$ cat src/rtl/reg_file_mp_pkg.sv
// ============================================================================
// Module      : reg_file_mp_pkg
// Description : Shared defaults and index helper for the multi-port reg file.
// Revision    : 1.0 - initial release
// ============================================================================
`default_nettype none

package reg_file_mp_pkg;

    localparam int DW_DEF     = 8;
    localparam int AW_DEF     = 4;
    localparam int LR_IDX_DEF = 14;

    // Top index of the address space aliases the PC and has no storage.
    function automatic int pc_idx(input int aw);
        return (2 ** aw) - 1;
    endfunction

endpackage

`default_nettype wire

$ cat src/rtl/reg_file_mp_if.sv
// ============================================================================
// Module      : reg_file_mp_if
// Description : Write, link-write, read and debug signals of the reg file.
// Revision    : 1.0 - initial release
// ============================================================================
`default_nettype none

interface reg_file_mp_if
    import reg_file_mp_pkg::*;
#(
    parameter int DW = DW_DEF,
    parameter int AW = AW_DEF
);

    logic          WEN;
    logic [AW-1:0] Add2;
    logic [DW-1:0] wdata;
    logic          LEN;
    logic [DW-1:0] ldata;
    logic [AW-1:0] Add0;
    logic [AW-1:0] Add1;
    logic [DW-1:0] PC8;
    logic [DW-1:0] Out0;
    logic [DW-1:0] Out1;
    logic [AW-1:0] DbgAdd;
    logic [DW-1:0] DbgOut;

    modport master (
        output WEN, Add2, wdata, LEN, ldata, Add0, Add1, PC8, DbgAdd,
        input  Out0, Out1, DbgOut
    );

    modport slave (
        input  WEN, Add2, wdata, LEN, ldata, Add0, Add1, PC8, DbgAdd,
        output Out0, Out1, DbgOut
    );

endinterface

`default_nettype wire

$ cat src/rtl/reg_file_mp_rf_bypass_mux.sv
// ============================================================================
// Module      : rf_bypass_mux
// Description : Per-read-port PC alias select and optional write forwarding.
// Revision    : 1.0 - initial release
// ============================================================================
`default_nettype none

module rf_bypass_mux
    import reg_file_mp_pkg::*;
#(
    parameter int DW     = DW_DEF,
    parameter int AW     = AW_DEF,
    parameter int LR_IDX = LR_IDX_DEF,
    parameter int BYPASS = 0
)(
    input  wire logic [AW-1:0] i_addr,
    input  wire logic [DW-1:0] i_stor,
    input  wire logic [DW-1:0] i_pc8,
    input  wire logic          i_wen,
    input  wire logic [AW-1:0] i_waddr,
    input  wire logic [DW-1:0] i_wdata,
    input  wire logic          i_len,
    input  wire logic [DW-1:0] i_ldata,
    output logic      [DW-1:0] o_dout
);

    localparam logic [AW-1:0] c_PC_IDX = AW'(pc_idx(AW));
    localparam logic [AW-1:0] c_LR_IDX = AW'(LR_IDX);

    logic w_hit_main;
    logic w_hit_link;

    assign w_hit_main = i_wen && (i_waddr == i_addr);
    assign w_hit_link = i_len && (i_addr == c_LR_IDX);

    // Main-port hit is tested first so it wins over the link port on LR_IDX.
    always_comb begin
        o_dout = i_stor;
        if (i_addr == c_PC_IDX) begin
            o_dout = i_pc8;
        end else if ((BYPASS != 0) && w_hit_main) begin
            o_dout = i_wdata;
        end else if ((BYPASS != 0) && w_hit_link) begin
            o_dout = i_ldata;
        end
    end

endmodule

`default_nettype wire

$ cat src/rtl/reg_file_mp.sv
// ============================================================================
// Module      : reg_file_mp
// Description : Two-read, main+link-write register file with PC alias.
// Revision    : 1.0 - initial release
// ============================================================================
`default_nettype none

module reg_file_mp
    import reg_file_mp_pkg::*;
#(
    parameter int DW     = DW_DEF,
    parameter int AW     = AW_DEF,
    parameter int LR_IDX = LR_IDX_DEF,
    parameter int BYPASS = 0
)(
    input  wire logic   CLK,
    input  wire logic   RST,
    reg_file_mp_if.slave bus
);

    localparam int            c_NREG   = 2 ** AW;
    localparam logic [AW-1:0] c_PC_IDX = AW'(pc_idx(AW));
    localparam logic [AW-1:0] c_LR_IDX = AW'(LR_IDX);

    logic [DW-1:0] r_regs [c_NREG-1];

    // Link write first so a main write to the same index overrides it.
    always_ff @(posedge CLK) begin
        if (RST) begin
            for (int i = 0; i < c_NREG - 1; i++) begin
                r_regs[i] <= '0;
            end
        end else begin
            if (bus.LEN) begin
                r_regs[c_LR_IDX] <= bus.ldata;
            end
            if (bus.WEN && (bus.Add2 != c_PC_IDX)) begin
                r_regs[bus.Add2] <= bus.wdata;
            end
        end
    end

    logic [DW-1:0] w_stor0;
    logic [DW-1:0] w_stor1;
    logic [DW-1:0] w_stor_dbg;

    assign w_stor0    = (bus.Add0   == c_PC_IDX) ? '0 : r_regs[bus.Add0];
    assign w_stor1    = (bus.Add1   == c_PC_IDX) ? '0 : r_regs[bus.Add1];
    assign w_stor_dbg = (bus.DbgAdd == c_PC_IDX) ? '0 : r_regs[bus.DbgAdd];

    assign bus.DbgOut = (bus.DbgAdd == c_PC_IDX) ? bus.PC8 : w_stor_dbg;

    rf_bypass_mux #(
        .DW     (DW),
        .AW     (AW),
        .LR_IDX (LR_IDX),
        .BYPASS (BYPASS)
    ) u_port0 (
        .i_addr  (bus.Add0),
        .i_stor  (w_stor0),
        .i_pc8   (bus.PC8),
        .i_wen   (bus.WEN),
        .i_waddr (bus.Add2),
        .i_wdata (bus.wdata),
        .i_len   (bus.LEN),
        .i_ldata (bus.ldata),
        .o_dout  (bus.Out0)
    );

    rf_bypass_mux #(
        .DW     (DW),
        .AW     (AW),
        .LR_IDX (LR_IDX),
        .BYPASS (BYPASS)
    ) u_port1 (
        .i_addr  (bus.Add1),
        .i_stor  (w_stor1),
        .i_pc8   (bus.PC8),
        .i_wen   (bus.WEN),
        .i_waddr (bus.Add2),
        .i_wdata (bus.wdata),
        .i_len   (bus.LEN),
        .i_ldata (bus.ldata),
        .o_dout  (bus.Out1)
    );

endmodule

`default_nettype wire

$ cat src/flat_wrapper.sv
// flat-port wrapper written by rule: the top's interface ports become plain ports
module reg_file_mp_flat import reg_file_mp_pkg::*;
#(
    parameter int DW     = DW_DEF,
    parameter int AW     = AW_DEF,
    parameter int LR_IDX = LR_IDX_DEF,
    parameter int BYPASS = 0
)
  (CLK, RST, bus_WEN, bus_Add2, bus_wdata, bus_LEN, bus_ldata, bus_Add0, bus_Add1, bus_PC8, bus_DbgAdd, bus_Out0, bus_Out1, bus_DbgOut);
  reg_file_mp_if #(.DW(DW), .AW(AW)) bus_i ();
  input  wire logic CLK;
  input  wire logic RST;
  input wire logic [$bits(bus_i.WEN)-1:0] bus_WEN;
  input wire logic [$bits(bus_i.Add2)-1:0] bus_Add2;
  input wire logic [$bits(bus_i.wdata)-1:0] bus_wdata;
  input wire logic [$bits(bus_i.LEN)-1:0] bus_LEN;
  input wire logic [$bits(bus_i.ldata)-1:0] bus_ldata;
  input wire logic [$bits(bus_i.Add0)-1:0] bus_Add0;
  input wire logic [$bits(bus_i.Add1)-1:0] bus_Add1;
  input wire logic [$bits(bus_i.PC8)-1:0] bus_PC8;
  input wire logic [$bits(bus_i.DbgAdd)-1:0] bus_DbgAdd;
  output wire logic [$bits(bus_i.Out0)-1:0] bus_Out0;
  output wire logic [$bits(bus_i.Out1)-1:0] bus_Out1;
  output wire logic [$bits(bus_i.DbgOut)-1:0] bus_DbgOut;
  assign bus_i.WEN = bus_WEN;
  assign bus_i.Add2 = bus_Add2;
  assign bus_i.wdata = bus_wdata;
  assign bus_i.LEN = bus_LEN;
  assign bus_i.ldata = bus_ldata;
  assign bus_i.Add0 = bus_Add0;
  assign bus_i.Add1 = bus_Add1;
  assign bus_i.PC8 = bus_PC8;
  assign bus_i.DbgAdd = bus_DbgAdd;
  assign bus_Out0 = bus_i.Out0;
  assign bus_Out1 = bus_i.Out1;
  assign bus_DbgOut = bus_i.DbgOut;
  reg_file_mp #(.DW(DW), .AW(AW), .LR_IDX(LR_IDX), .BYPASS(BYPASS)) u_core (.CLK(CLK), .RST(RST), .bus(bus_i));
endmodule
$ cat config.mk
export PLATFORM = sky130hd
export DESIGN_NAME = reg_file_mp_flat
export DESIGN_NICKNAME = d
export VERILOG_FILES = /design/src/rtl/reg_file_mp_pkg.sv /design/src/rtl/reg_file_mp_if.sv /design/src/rtl/reg_file_mp_rf_bypass_mux.sv /design/src/rtl/reg_file_mp.sv /design/src/flat_wrapper.sv
export SDC_FILE = /design/constraint.sdc
export NUM_CORES = 1
export LEC_CHECK = 0
export BUFFER_PORTS_ARGS = -buffer_cell sky130_fd_sc_hd__buf_2
export CAP_MARGIN = 40
export CORE_MARGIN = 2
export CORE_UTILIZATION = 30
export CTS_BUF_LIST = sky130_fd_sc_hd__clkbuf_8
export CTS_CLUSTER_DIAMETER = 200
export CTS_CLUSTER_SIZE = 14
export DETAILED_ROUTE_END_ITERATION = 16
export PLACE_DENSITY = 0.45
export RECOVER_POWER = 50
export SKIP_LAST_GASP = 1
export SLEW_MARGIN = 20
export SYNTH_ARGS = -nofsm -noshare
export SYNTH_HDL_FRONTEND = slang
export SYNTH_SLANG_ARGS = --single-unit
$ cat constraint.sdc
create_clock -name CLK -period 3.7 [get_ports CLK]
set_input_delay 0.185 -clock CLK [delete_from_list [all_inputs] [get_ports CLK]]
set_output_delay 0.185 -clock CLK [all_outputs]
set_load 0.03 [all_outputs]
==> results.md <==
- Setup TNS Final: 0 ns
- CP max stage delay: 0.41 ns
- Synth top cells by count: edfxtp_1, and2_1, mux2i_1
- Met3 routed WL: 2020 µm
- Gr usage total: 0.210
- DR WL/cell: 27.6 µm
- Synth Flop Type: edfxtp_1
- Vias after detailed routing: 5805
- Global-route wire length before repair: 40100 µm
- Core area: 25300 µm²
- Post-CTS sizing: 0
- Top-count cell post-synth: edfxtp_1
- DRC: 0
- Top routing layer in use: met4
- Rows: 58
- Most flops, register: u_core.r_regs
- First-pass DRT Iterations: 5
- Initial antenna violation count: 0
- Ant diodes: 0
- VDD IR max: 0.142 mV
- CTS Buf Count: 17
- Routed Antenna Nets: 0
- Count of final setup violators: 0
- Outcome: finished clean
- # fillers: 2470
- Worst-path clk slew: 0.08 ns
- DP Cell Count: 967
- H-tree level count: 4
- Syn Area/Cell: 12.8 µm²
- CTS tree: done
- Mapped Cells: 607
- IO buf count: 67
- Slowest stage cell, crit path: or2_2
- Ports: 68
- Netlist cell types: 35
- Hold WS: 0.0802 ns
- Total Wirelength: 27700 µm
- Maximum root-to-sink buffer count: 2
- Die Ht: 165 µm
- Finished Layout Cells: 1004
- Initial Util: 0.308
- Max Cap Viol: 0
- Crit start category: primary input
- Proportion of layout cells with a drive suffix above 1: 0.297
- Largest registers: u_core.r_regs (120)
- Ys async rst share: 0
- Area delta synth->final: 12.8%
- Die area: 27300 µm²
- Critical path class: in2out
- Synth Register Bits: 120
- Pwr/cell area: 390 nW/µm²
- Vias in the first global route: 5776
- Register area share after synthesis: 0.463
- Clock Sinks: 120
- Crit path cell chain: buf_2 -> buf_4 -> or2_2 -> o22ai_1 -> a31oi_1 -> o22ai_1 -> buf_2
- Cell Area, Synth: 7790 µm²
- Req. time, crit path: 3.51 ns
- Total power: 0.00343 W
- Final worst-path cycle share: 0.641
- Count of final hold-check violations: 0
- Worst slew pin tran: 0.908 ns
- Max FFs per register: 120
- CP max FO: 19
- Synth area leaders: edfxtp_1, mux4_2, and2_1, mux2i_1, o21ai_0
- M1 WL: 12300 µm
- Drt first-iter violations: 564
- RSZ-0062 raised after global routing: no
- Syn nets: 651
- Setup Fix Bufs, Post-CTS: 0
- Static leakage: 3.05 nW
- Top cell type's share of synthesized area: 0.463
- Pins over their slew limit: 0
- Fmax: 422 MHz
- Worst Setup End Kind: output port
- Gpl congestion: 0.865
- GRT overflow: 0
- HP Class: in2reg
- YS warnings: 0
- WL met2: 12600 µm
- Root buffer cell: clkbuf_8
- Leading area contributor after synthesis: edfxtp_1
- Crit path arrival time: 2.19 ns
- Largest net degree at the start of global routing: 34
- Number of enable flip-flop cells after synthesis: 120
- Dpl hpwl: 19800 µm
- Hold Buf Count CTS: 0
- DIE WIDTH: 165 µm
- Vias/cell: 5.78
- Max_slew headroom: 0.392
- Final worst path period need: 2.37 ns
- Final nets: 705
worst max-delay path, delay by kind of cell:
family	cells	cell delay [ns]
buffers and inverters	3	0.87
AOI/OAI and AO/OA	3	0.69
and+or+nand+nor	1	0.41
final timing paths:
check     startpoint                        endpoint  cells after the start
max    bus_DbgAdd[0]                   bus_DbgOut[3]                      7
min     bus_ldata[7]  u_core.r_regs[14][7]$_DFFE_PP_                      3
where the power goes:
group / internal [W] / total (W) / switching, W
Combinational: 0.000271 / 0.000683 / 0.000412
Clock: 0.000475 / 0.00108 / 0.000610
Sequential: 0.00158 / 0.00166 / 0.0000790
cell type report:
type / count / area (µm²) / share of cell area
clock buffer: 17 / 234 / 0.0266
clock inverter: 15 / 116 / 0.0132
multi-input combinational: 440 / 3930 / 0.447
sequential: 120 / 3600 / 0.410
tap: 330 / 413 / 0.0470
timing repair buffer: 82 / 489 / 0.0557
metal layers:
| metal | up-vias | track usage |
|---|---|---|
| met2 | 275 | 0.328 |
| met1 | 2995 | 0.288 |
| li1 | 2495 | - |
| met4 | 0 | 0.0767 |
| met3 | 40 | 0.0442 |
| met5 | - | 0 |
layout by cell type, fill, tap and decap left out, types with 2 or more instances in the layout:
cell / count
clkinv_4: 2
nor2_1: 13
buf_4: 5
mux2_2: 12
nor3_1: 3
a31oi_1: 7
clkbuf_1: 7
inv_6: 6
nand4bb_1: 2
nor2b_1: 13
o21ai_0: 43
nand2_1: 17
buf_12: 2
nand2b_1: 14
mux4_2: 55
clkinvlp_4: 2
a211o_1: 7
o22ai_1: 16
a21oi_1: 2
a211oi_1: 2
or2_2: 12
and2_0: 55
buf_16: 2
clkbuf_8: 17
o21ai_1: 2
o221ai_1: 13
nand4_1: 3
mux2i_1: 56
and2_1: 57
a22oi_1: 12
buf_2: 66
clkinv_2: 4
o221a_2: 12
edfxtp_1: 120
or2_0: 5
through the flow:
stage | utilization | cell area, µm² | setup WS [ns]
after floorplan | - | 7790 | 1.79
after global placement | 0.330 | 8350 | 1.31
after detailed placement | 0.332 | 8410 | 1.32
after CTS | 0.346 | 8760 | 1.32
after global routing | 0.347 | 8790 | 1.26
final | 0.347 | 8790 | 1.33
kinds of logic (layout without fill, tap and decap cells):
| family | count (synthesis) | count (layout) | share of synthesized area |
|---|---|---|---|
| flip-flops | 120 | 120 | 0.463 |
| AO/OA/AOI/OAI | 117 | 117 | 0.103 |
| buffers and inverters | 47 | 114 | 0.0318 |
| multiplexers | 123 | 123 | 0.248 |
| AND/OR/NAND/NOR | 200 | 200 | 0.154 |
Power figures use the tool's default switching activity.
